[config.mk]
export PLATFORM = sky130hd
export DESIGN_NAME = dp_pack_arbiter
export DESIGN_NICKNAME = d
export VERILOG_FILES = /design/src/rtl/dp_pack_arbiter.sv
export SDC_FILE = /design/constraint.sdc
export NUM_CORES = 1
export LEC_CHECK = 0
export BUFFER_PORTS_ARGS = -buffer_cell sky130_fd_sc_hd__buf_2
export CORE_ASPECT_RATIO = 0.9
export CORE_UTILIZATION = 30
export CTS_BUF_LIST = sky130_fd_sc_hd__clkbuf_2
export DETAILED_ROUTE_END_ITERATION = 10
export GPL_TIMING_DRIVEN = 0
export MAX_ROUTING_LAYER = met4
export PLACE_DENSITY = 0.55
export SYNTH_ARGS = -nofsm -noshare
export SYNTH_HDL_FRONTEND = slang
export SYNTH_SLANG_ARGS = --single-unit
[constraint.sdc]
create_clock -name clk -period 1.5 [get_ports clk]
set_input_delay 0.075 -clock clk [delete_from_list [all_inputs] [get_ports clk]]
set_output_delay 0.075 -clock clk [all_outputs]
set_load 0.01 [all_outputs]
[src/rtl/dp_pack_arbiter.sv]
// Round-robin arbiter/sequencer sharing one 4+4-bit packing datapath between two requesters.
// Latches the winner's operands, pulses the datapath controls and returns the result or a timeout error.
module dp_pack_arbiter #(
  parameter int unsigned TIMEOUT = 4
) (
  input  logic       clk,
  input  logic       rst,
  input  logic       req0,
  input  logic [3:0] a0,
  input  logic [3:0] b0,
  input  logic       req1,
  input  logic [3:0] a1,
  input  logic [3:0] b1,
  output logic       ack0,
  output logic       ack1,
  output logic       err0,
  output logic       err1,
  output logic [7:0] res,
  output logic       busy,
  output logic       dp_en,
  output logic       dp_clr,
  output logic [3:0] dp_a,
  output logic [3:0] dp_b,
  input  logic [7:0] dp_out,
  input  logic       dp_done
);

  localparam int unsigned CW = 4;
  localparam int unsigned OW = 4;
  localparam int unsigned RW = 8;

  localparam logic [2:0] S_IDLE   = 3'd0;
  localparam logic [2:0] S_LAUNCH = 3'd1;
  localparam logic [2:0] S_WAIT   = 3'd2;
  localparam logic [2:0] S_RESP   = 3'd3;
  localparam logic [2:0] S_ABORT  = 3'd4;
  localparam logic [2:0] S_CLEAR  = 3'd5;

  logic [2:0]    state_q, state_d;
  logic          owner_q, owner_d;
  logic          rr_ptr_q, rr_ptr_d;
  logic [CW-1:0] cnt_q, cnt_d;
  logic [RW-1:0] res_q, res_d;
  logic [OW-1:0] dp_a_q, dp_a_d;
  logic [OW-1:0] dp_b_q, dp_b_d;
  logic          ack0_q, ack0_d;
  logic          ack1_q, ack1_d;
  logic          err0_q, err0_d;
  logic          err1_q, err1_d;
  logic          busy_q, busy_d;
  logic          dp_en_q, dp_en_d;
  logic          dp_clr_q, dp_clr_d;
  logic          grant;

  // Next-state logic; outputs are decoded from the next state so they register alongside it.
  always_comb begin
    state_d  = state_q;
    owner_d  = owner_q;
    rr_ptr_d = rr_ptr_q;
    cnt_d    = cnt_q;
    res_d    = '0;
    dp_a_d   = dp_a_q;
    dp_b_d   = dp_b_q;
    grant    = 1'b0;

    case (state_q)
      S_IDLE: begin
        if (req0 || req1) begin
          grant   = (req0 && req1) ? rr_ptr_q : req1;
          owner_d = grant;
          dp_a_d  = grant ? a1 : a0;
          dp_b_d  = grant ? b1 : b0;
          state_d = S_LAUNCH;
        end
      end
      S_LAUNCH: begin
        cnt_d   = '0;
        state_d = S_WAIT;
      end
      S_WAIT: begin
        // dp_done is sticky in the datapath, so it is only trusted here.
        if (dp_done) begin
          res_d   = dp_out;
          state_d = S_RESP;
        end else if (cnt_q == CW'(TIMEOUT - 1)) begin
          state_d = S_ABORT;
        end else begin
          cnt_d = cnt_q + CW'(1);
        end
      end
      S_RESP:  state_d = S_CLEAR;
      S_ABORT: state_d = S_CLEAR;
      S_CLEAR: begin
        rr_ptr_d = ~owner_q;
        state_d  = S_IDLE;
      end
      default: state_d = S_IDLE;
    endcase

    busy_d   = (state_d != S_IDLE);
    dp_en_d  = (state_d == S_LAUNCH);
    dp_clr_d = (state_d == S_CLEAR);
    ack0_d   = (state_d == S_RESP)  && !owner_d;
    ack1_d   = (state_d == S_RESP)  &&  owner_d;
    err0_d   = (state_d == S_ABORT) && !owner_d;
    err1_d   = (state_d == S_ABORT) &&  owner_d;
  end

  always_ff @(posedge clk) begin
    if (rst) begin
      state_q  <= S_IDLE;
      owner_q  <= 1'b0;
      rr_ptr_q <= 1'b0;
      cnt_q    <= '0;
      res_q    <= '0;
      dp_a_q   <= '0;
      dp_b_q   <= '0;
      ack0_q   <= 1'b0;
      ack1_q   <= 1'b0;
      err0_q   <= 1'b0;
      err1_q   <= 1'b0;
      busy_q   <= 1'b0;
      dp_en_q  <= 1'b0;
      dp_clr_q <= 1'b0;
    end else begin
      state_q  <= state_d;
      owner_q  <= owner_d;
      rr_ptr_q <= rr_ptr_d;
      cnt_q    <= cnt_d;
      res_q    <= res_d;
      dp_a_q   <= dp_a_d;
      dp_b_q   <= dp_b_d;
      ack0_q   <= ack0_d;
      ack1_q   <= ack1_d;
      err0_q   <= err0_d;
      err1_q   <= err1_d;
      busy_q   <= busy_d;
      dp_en_q  <= dp_en_d;
      dp_clr_q <= dp_clr_d;
    end
  end

  assign ack0   = ack0_q;
  assign ack1   = ack1_q;
  assign err0   = err0_q;
  assign err1   = err1_q;
  assign res    = res_q;
  assign busy   = busy_q;
  assign dp_en  = dp_en_q;
  assign dp_clr = dp_clr_q;
  assign dp_a   = dp_a_q;
  assign dp_b   = dp_b_q;

endmodule
==> results of run 1 <==
==> registers in the layout, summed over array words and instances (netlist names) <==
signal,flops
busy,1
ack0,1
dp_b,4
ack1,1
dp_en,1
cnt_q,4
dp_a,4
rr_ptr_q,1
err1,1
state_q,3
dp_clr,1
res,8
err0,1
owner_q,1
==> cells in the mapped netlist, drive strengths merged (3+ instances only) <==
master,number
dfxtp,32
and2,8
buf,7
nand2,3
nand2b,3
o21ai,5
nor4b,3
a21oi,18
inv,3
o32ai,8
a211oi,8
==> worst max path at each step <==
stage | start | end | slack (ns) | cells after the start
after floorplan | cnt_q[0]$_SDFFE_PP0P_ | cnt_q[1]$_SDFFE_PP0P_ | 0.04 | 4
after global placement | cnt_q[0]$_SDFFE_PP0P_ | cnt_q[1]$_SDFFE_PP0P_ | -0.03 | 4
after detailed placement | cnt_q[0]$_SDFFE_PP0P_ | cnt_q[1]$_SDFFE_PP0P_ | -0.06 | 4
after CTS | cnt_q[0]$_SDFFE_PP0P_ | cnt_q[1]$_SDFFE_PP0P_ | 0.02 | 4
after global routing | state_q[2]$_SDFF_PP0_ | dp_a[2]$_SDFFE_PP0P_ | -0.009 | 5
final | cnt_q[0]$_SDFFE_PP0P_ | cnt_q[1]$_SDFFE_PP0P_ | 0.05 | 4
==> worst min-delay path, cell delays in order <==
cell      delay (ns)
buf_2           0.10
o32ai_1         0.10
a211oi_1        0.09
==> final cells by class <==
type                    instances  area, µm²  area share
clock inverters                 3       37.5      0.0192
flip-flops and latches         32        644       0.330
multi-input cells              87        661       0.338
clock buffers                   5       25.0      0.0128
plain buffers                   9       57.6      0.0294
repair buffers                 72        443       0.227
well taps                      60       75.1      0.0384
inverters                       3       11.3     0.00576
==> through the flow <==
step	utilization	instances
finish	0.470	271
global route	0.470	271
CTS	0.452	264
detailed placement	0.400	242
global placement	0.400	242
floorplan	-	131
==> timing repair <==
action / in CTS / in global routing
gates resized for setup: 4 / 5
endpoints found under the setup margin: 1 / 7
pin swaps: 0 / 5
endpoints found under the hold margin: 12 / 0
buffers inserted: 2 / 7
hold buffers: 12 / 0
==> logic make-up (layout without fill, tap and decap cells) <==
group | count (synthesis) | count (layout) | share of synthesized area
compound gates | 50 | 50 | 0.251
simple gates | 36 | 36 | 0.207
flops | 32 | 32 | 0.480
buf+inv | 12 | 92 | 0.0516
fa+ha+maj | 1 | 1 | 0.00938
==> power by group through the flow <==
stage | Clock [mW] | Sequential [mW] | Combinational [mW]
final | 0.564 | 0.956 | 0.510
after global routing | 0.632 | 0.966 | 0.558
after CTS | 0.591 | 0.954 | 0.449
after detailed placement | 0 | 0.971 | 0.419
after global placement | 0 | 0.968 | 0.414
after floorplan | 0 | 0.996 | 0.248
==> per-layer routing <==
layer  GRT usage  share of wire  vias up
li1            -              -      658
met1       0.186           0.45      573
met2       0.262           0.48       29
met3      0.0506          0.046        8
met4      0.0711          0.019        0
met5           -              0        -
==> reports/results.tsv, run 1 <==
metric	value	unit
CTS tree	yes	
NetSw	0.579	mW
Longest Clk Path Bufs	2	
layout net count	240	
clk sinks	32	
Die W	72.3	µm
crit path max fanout	5	
Post-Route Setup TNS	0	ns
Worst Hold Path EP	dp_b[3]$_SDFFE_PP0P_	
Final Max Tran Viols	0	
Reg2Reg Setup Slack	0.05	ns
Yosys top cell area share	0.480	
reg2reg start	cnt_q[0]$_SDFFE_PP0P_	
Gate power share	0.251	
wire per inst	12.7	µm
final hold vios	0	
Port Buf Inserts	51	
GP Congestion	0.800	
Max-Cap Viols	0	
Seq/Total Area, Yosys	0.480	
Crit path buffers/inverters	0	
status	completed	
syn_nets	161	
Reg power frac	0.471	
Final Instance Area	1950	µm²
most frequent cells in the layout	buf_2, dfxtp_1, a21oi_1	
post-synth top area cell	dfxtp_1	
largest net degree at the start of global routing	11	
Reg clk slew, reported paths	0.17	ns
Initial Util	0.321	
Antenna Violating Nets Remaining	0	
CP max stage cell	dfxtp_2	
CP required	1.81	ns
CP endpoint kind	register	
Clock power frac	0.278	
DRT iter0 DRCs	45	
Post-Syn Area	1330	µm²
Synth Flop Type	dfxtp_1	
hold crit path type	input port to register	
ys async rst share	0	
DR vias	1268	
FMAX	688	MHz
Slew @ Worst Pin	0.488	ns
Die ar.	4720	µm²
CTS H-tree depth	2	
Worst R2R Path Depth	4	
Setup-failing EPs final	0	
Syn Area/Cell	10.2	µm²
pre-CTS setup slack	-0.0565	ns
crit path launch type	register	
Root Buffer	clkbuf_2	
Slew Limit Headroom	0.675	
Worst Skew	0.0131	ns
Synth Warn #	0	
Distinct cells, synth	42	
clk_lat worst skew	0.37	ns
number of enable flip-flop cells after synthesis	0	
CP max stage delay	0.39	ns
Syn Inst Count	131	
fin crit period	1.45	ns
Internal	1.45	mW
via-per-instance ratio	4.68	
io pins	52	
final period utilization	0.968	
Die Y-Extent	65.3	µm
Core ar.	4160	µm²
delay-heaviest family, CP	compound AO/OA/AOI/OAI gates	
layout cells sized above 1	0.403	
global-route wire length before repair	5.73	mm
Switching Fraction	0.285	
CTS Buf Count	5	
drt pass-1 iters	4	
Core Rows	22	
initial antenna violation count	0	
DRC	0	
Power Total	2.03	mW
DPL Wire Length	2.30	mm
cell leakage power	0.840	nW
Fin Hold WS	0.0308	ns
Power per Cell Area	1040	nW/µm²
grt ovf	0	
setup ws final	0.0475	ns
final WL	3.44	mm
Worst Path Arrival	1.77	ns
critical path cell sequence	ha_4 > or3b_4 > a221o_1 > a21oi_2	
WHS Path Cells	3	
Hold Path Origin	b0[3]	
commonest non-fill, non-tap cell in the layout	buf_2	
GRT Total Usage	0.162	
vias in the first global route	1269	
Area Growth Syn to Fin	46.5	%
R2R Path End	cnt_q[1]$_SDFFE_PP0P_	
top cells by area, synth	dfxtp_1, a21oi_1, o32ai_1	
# diodes	0	
CP Class	register to register	
Fill cells	402	
Peak supply drop	574	µV
Yosys reg bits	32	
DP Area	1660	µm²
Power figures use the tool's default switching activity.
==> run 2: changes to the inputs <==
--- a/config.mk
+++ b/config.mk
@@ -10,7 +10,6 @@
 export CORE_UTILIZATION = 30
 export CTS_BUF_LIST = sky130_fd_sc_hd__clkbuf_2
 export DETAILED_ROUTE_END_ITERATION = 10
-export GPL_TIMING_DRIVEN = 0
 export MAX_ROUTING_LAYER = met4
 export PLACE_DENSITY = 0.55
 export SYNTH_ARGS = -nofsm -noshare
==> reports/results.tsv, run 2 (same netlist as run 1, synthesis figures left out) <==
metric	value	unit	change
final WL	3.27	mm	-5.0%
DR vias	1236		-2.5%
DRC	0		unchanged
dpl cells	238		-1.7%
Post-Layout Cell Count	259		-4.4%
Peak supply drop	506	µV	-12%
final hold vios	0		unchanged
fin crit period	1.41	ns	-0.0379 ns
Core Util, Final	0.446		-0.0241
CP max stage delay	0.40	ns	about the same
Die W	72.3	µm	unchanged
Die ar.	4720	µm²	unchanged
Longest Clk Path Bufs	2		unchanged
clk sinks	32		unchanged
final period utilization	0.943		-0.0253
Power per Cell Area	1050	nW/µm²	+1.3%
Worst Path Arrival	1.73	ns	-0.04 ns
grt ovf	0		unchanged
drt pass-1 iters	4		unchanged
GP Congestion	0.802		+0.14%
crit path max fanout	3		-2
Reg clk slew, reported paths	0.17	ns	about the same
Slew @ Worst Pin	0.597	ns	+0.108 ns
CP Class	register to register		
worst setup path start	cnt_q[1]$_SDFFE_PP0P_		
Port Buf Inserts	51		unchanged
Setup-failing EPs final	0		unchanged
Core ar.	4160	µm²	unchanged
largest net degree at the start of global routing	24		+13
Initial Util	0.321		unchanged
critical path cell sequence	ha_4 > or3b_4 > a221o_1 > a21oi_2		
Largest register FFs	8		unchanged
CTS H-tree depth	2		unchanged
Hold Path Origin	b0[3]		
FF/Latch Area	647	µm²	+0.39%
Fill cells	419		+4.2%
setup ws final	0.0854	ns	+0.0379 ns
via-per-instance ratio	4.77		+2.0%
FMAX	707	MHz	+2.7%
Core Rows	22		unchanged
Slew Limit Headroom	0.602		-0.0731
Area Growth Syn to Fin	39.0	%	
Final Max Tran Viols	0		unchanged
most frequent cells in the layout	buf_2, dfxtp_1, a21oi_1		
Die Y-Extent	65.3	µm	unchanged
Antenna Violating Nets Remaining	0		unchanged
commonest non-fill, non-tap cell in the layout	buf_2		
DPL Wire Length	2.23	mm	-2.8%
io pins	52		unchanged
GRT Total Usage	0.153		-0.00914
Post-Route Setup TNS	0	ns	unchanged
Root Buffer	clkbuf_2		
Worst Skew	0.0121	ns	-0.000976 ns
layout net count	228		-5.0%
# diodes	0		unchanged
global-route wire length before repair	5.35	mm	-6.6%
vias in the first global route	1217		-4.1%
DRT iter0 DRCs	63		+40%
status	completed		
CP max stage cell	dfxtp_2		
CTS Buf Count	5		unchanged
CP endpoint kind	register		
multi-input logic area	641	µm²	-3.0%
initial antenna violation count	0		unchanged
CTS tree	yes		
layout cells sized above 1	0.392		-0.0109
pre-CTS setup slack	-0.000672	ns	+0.0558 ns
wire per inst	12.6	µm	-0.60%
crit path launch type	register		
Fin Hold WS	0.0307	ns	-0.0000816 ns
CP required	1.82	ns	about the same
cell leakage power	0.793	nW	-5.6%
reg2reg start	cnt_q[1]$_SDFFE_PP0P_		
clk_lat worst skew	0.37	ns	about the same
Max-Cap Viols	0		unchanged
hold crit path type	input port to register		
run 2: critical path, delay by kind of cell (launching register included):
family | cells | cell delay [ns]
AO/OA/AOI/OAI | 2 | 0.45
adder cells (fa/ha/maj) | 1 | 0.14
flip-flops | 1 | 0.40
AND/OR/NAND/NOR | 1 | 0.38
run 2: final timing paths:
path,to,slack [ns],depth (start not counted)
worst max register to register,cnt_q[1]$_SDFFE_PP0P_,0.09,4
worst min-delay path,dp_b[3]$_SDFFE_PP0P_,0.03,3
worst max-delay path,cnt_q[1]$_SDFFE_PP0P_,0.09,4
worst min register to register,rr_ptr_q$_SDFFE_PP0N_,0.46,1
run 2: routing by layer:
metal / global-route usage / wire length (µm) / vias up
met3: 0.0460 / 168 / 2
li1: - / - / 629
met1: 0.177 / 1440 / 579
met2: 0.244 / 1650 / 26
met4: 0.0711 / 11 / 0
met5: - / 0 / -
run 2: area by class of cell:
class / count / area share
repair buffers: 69 / 0.225
well taps: 60 / 0.0405
clock buffers: 5 / 0.0135
inverters: 3 / 0.00607
multi-input cells: 87 / 0.345
flip-flops and latches: 32 / 0.349
clock inverters: 3 / 0.0202
run 2: stage by stage:
stage          cell area, µm²  total power, mW
2_1_floorplan            1330             1.24
3_3_place_gp             1640             1.36
3_5_place_dp             1640             1.38
4_1_cts                  1820             1.97
5_1_grt                  1850             2.08
6_report                 1850             1.95
run 2: report_power, final:
part	switching [mW]	leakage, nW	internal, mW
logic	0.210	0.491	0.204
clock network	0.290	0.0380	0.272
registers	0.0542	0.263	0.921
total	0.555	0.793	1.40
run 2: what timing repair did:
action	in CTS	in global routing
buffers inserted	1	1
endpoints found under the hold margin	10	1
gates cloned	0	0
gates resized for setup	2	6
endpoints found under the setup margin	1	18
pin swaps	0	3
hold buffers	10	1
==> run 3: changes to the inputs <==
--- a/config.mk
+++ b/config.mk
@@ -5,13 +5,16 @@
 export SDC_FILE = /design/constraint.sdc
 export NUM_CORES = 1
 export LEC_CHECK = 0
+export ABC_AREA = 1
 export BUFFER_PORTS_ARGS = -buffer_cell sky130_fd_sc_hd__buf_2
+export CELL_PAD_IN_SITES_DETAIL_PLACEMENT = 0
+export CELL_PAD_IN_SITES_GLOBAL_PLACEMENT = 1
 export CORE_ASPECT_RATIO = 0.9
 export CORE_UTILIZATION = 30
 export CTS_BUF_LIST = sky130_fd_sc_hd__clkbuf_2
 export DETAILED_ROUTE_END_ITERATION = 10
 export MAX_ROUTING_LAYER = met4
-export PLACE_DENSITY = 0.55
+export PLACE_DENSITY = 0.73
 export SYNTH_ARGS = -nofsm -noshare
 export SYNTH_HDL_FRONTEND = slang
 export SYNTH_SLANG_ARGS = --single-unit
==> reports/results.tsv, run 3 <==
metric	value	unit	change
crit path max fanout	10		+7
failing checks	design-rule violations		
most frequent cell after synthesis	dfxtp_1		
DRT iter0 DRCs	88		+40%
hold_buf cts	25		+15
Final Max Tran Viols	0		unchanged
GRT Total Usage	0.164		+0.0106
Worst Skew	0.0161	ns	+0.00401 ns
hold crit path type	input port to register		
critical path depth in cells	6		+2
DPL Wire Length	2.08	mm	-7.0%
Synth Flop Type	dfxtp_1		
Synth top cells by count	dfxtp_1, a21oi_1, nand2_1, inv_1, nor2_1		
layout cells sized above 1	0.318		-0.0740
Post-Route Setup TNS	0	ns	unchanged
M1 WL	1.44	mm	unchanged
critical path cell sequence	inv_1 > nand3_4 > nor2_8 > inv_4 > a21oi_1 > a21oi_1		
# resized after CTS	0		-2
drt pass-1 iters	7		+3
Root Buffer	clkbuf_2		
Post-Layout Cell Count	287		+11%
WHS Path Cells	3		unchanged
Slew Limit Headroom	0.766		+0.165
Yosys top cell area share	0.505		+0.0246
CP max stage delay	0.38	ns	-0.02 ns
commonest non-fill, non-tap cell in the layout	buf_2		
Die ar.	4490	µm²	-4.7%
layout net count	268		+18%
Syn Area/Cell	8.19	µm²	-20%
Peak supply drop	550	µV	+8.6%
fin crit period	1.23	ns	-0.184 ns
Distinct cells, synth	24		-43%
CTS tree	yes		
Crit path buffers/inverters	2		+2
Yosys reg bits	32		unchanged
CTS Buf Count	5		unchanged
Antenna Violating Nets Remaining	0		unchanged
vias in the first global route	1265		+3.9%
Max Used Layer	met4		
Final Instance Area	1880	µm²	+1.3%
wire per inst	11.2	µm	-11%
most frequent CP cell	a21oi_1		
Longest Clk Path Bufs	2		unchanged
WL met2	1.57	mm	-5.2%
Post-Syn Area	1270	µm²	-4.9%
CTS H-tree depth	2		unchanged
Power per Cell Area	1330	nW/µm²	+26%
initial antenna violation count	0		unchanged
post-synth top area cell	dfxtp_1		
Post-CTS Setup Repair Bufs	0		-1
Core Util, Final	0.461		+0.0149
crit path launch type	register		
Worst R2R Path Depth	6		+2
Fill cells	424		+1.2%
final hold vios	0		unchanged
cell leakage power	0.938	nW	+18%
Core ar.	4070	µm²	-2.0%
Initial Util	0.311		-0.00947
clk_lat worst skew	0.38	ns	about the same
CP endpoint kind	register		
Worst Path Arrival	1.50	ns	-0.23 ns
RSZ-0062 raised after global routing	false		
Max-Cap Viols	0		unchanged
grt ovf	0		unchanged
top cells by area, synth	dfxtp_1, a21oi_1, nand2_1		
io pins	52		unchanged
Core Rows	22		unchanged
Reg clk slew, reported paths	0.16	ns	about the same
# diodes	0		unchanged
Syn Inst Count	155		+18%
CP Class	register to register		
Die W	70.6	µm	-2.4%
GP Congestion	0.758		-5.4%
Port Buf Inserts	51		unchanged
Largest register FFs	8		unchanged
Slew @ Worst Pin	0.350	ns	-0.247 ns
ys async rst share	0		unchanged
Setup-failing EPs final	0		unchanged
delay-heaviest family, CP	flip-flops		
dpl cells	254		+6.7%
FMAX	813	MHz	+15%
syn_nets	185		+15%
CP required	1.77	ns	-0.05 ns
Synth Warn #	0		unchanged
clk sinks	32		unchanged
Seq/Total Area, Yosys	0.505		+0.0246
CP max stage cell	dfxtp_1		
status	complete, but fails checks		
Die Y-Extent	63.7	µm	-2.4%
DP Area	1590	µm²	-3.3%
DRC	2		+2
met3 wire length	164	µm	-2.4%
global-route wire length before repair	5.42	mm	+1.3%
largest net degree at the start of global routing	15		-38%
final period utilization	0.820		-0.123
number of enable flip-flop cells after synthesis	0		unchanged
via-per-instance ratio	4.45		-6.7%
DR vias	1278		+3.4%
most frequent cells in the layout	buf_2, dfxtp_1, dlygate4sd3_1		
Area Growth Syn to Fin	48.0	%	
final WL	3.23	mm	-1.3%
## run 3: changes by cell type in the layout (fill, tap and decap cells not counted), sizes merged, moves of 5 or more
cell | previous run | this run
buf | 58 | 53
inv | 3 | 22
o21ai | 5 | 12
nand2 | 3 | 26
a211oi | 8 | 0
and2 | 8 | 0
dlygate4sd3 | 11 | 25
nand3 | 1 | 13
nor2 | 2 | 20
o32ai | 8 | 0
## run 3: worst register-to-register path, stage by stage, from the launching register on
cell	delay [ns]
dfxtp_1	0.38
inv_1	0.15
nand3_4	0.12
nor2_8	0.18
inv_4	0.09
a21oi_1	0.12
a21oi_1	0.08
## run 3: where the power goes
part	switching [mW]	internal (mW)	total (mW)	leakage, nW
Combinational	0.605	0.379	0.983	0.646
Clock	0.282	0.125	0.407	0.0306
Sequential	0.0884	1.01	1.10	0.261
Total	0.975	1.52	2.49	0.938
## run 3: cell type report
cell class,count,area (µm²),area share
timing repair buffer,78,520,0.277
clock buffer,7,35.0,0.0187
clock inverter,1,3.75,0.00200
multi-input combinational,99,533,0.284
tap,48,60.1,0.0320
sequential,32,641,0.341
inverter,22,85.1,0.0453
## run 3: logic make-up (layout without fill, tap and decap cells)
kind of cell | Yosys count | in the layout | share of synthesized area
xor gates and xnor gates | 1 | 1 | 0.00690
AOI/OAI and AO/OA | 34 | 34 | 0.143
and+or+nand+nor | 63 | 63 | 0.260
buffers and inverters | 24 | 108 | 0.0750
adders and majority gates | 1 | 1 | 0.00986
DFF | 32 | 32 | 0.505
## run 3: path summary, 6_finish.rpt
kind / to / slack (ns) / startpoint
min reg2reg: rr_ptr_q$_SDFFE_PP0N_ / 0.47 / rr_ptr_q$_SDFFE_PP0N_
min: ack0$_SDFF_PP0_ / 0.03 / dp_done
max: dp_a[2]$_SDFFE_PP0P_ / 0.27 / state_q[1]$_SDFF_PP0_
max reg2reg: dp_a[2]$_SDFFE_PP0P_ / 0.27 / state_q[1]$_SDFF_PP0_
## run 3: per-layer routing
| layer | global-route usage | vias up |
|---|---|---|
| met5 | - | - |
| met4 | 0.0925 | 0 |
| met3 | 0.0400 | 6 |
| met2 | 0.275 | 36 |
| met1 | 0.177 | 571 |
| li1 | - | 665 |
## run 3: metrics by stage
stage	setup WS (ns)	hold WS [ns]	power, mW
finish	0.269	0.0288	2.49
global placement	0.268	0.293	2.06
floorplan	0.437	0.187	1.76
detailed placement	0.277	0.296	2.06
global route	0.148	0.0219	2.68
CTS	0.245	0.00265	2.52
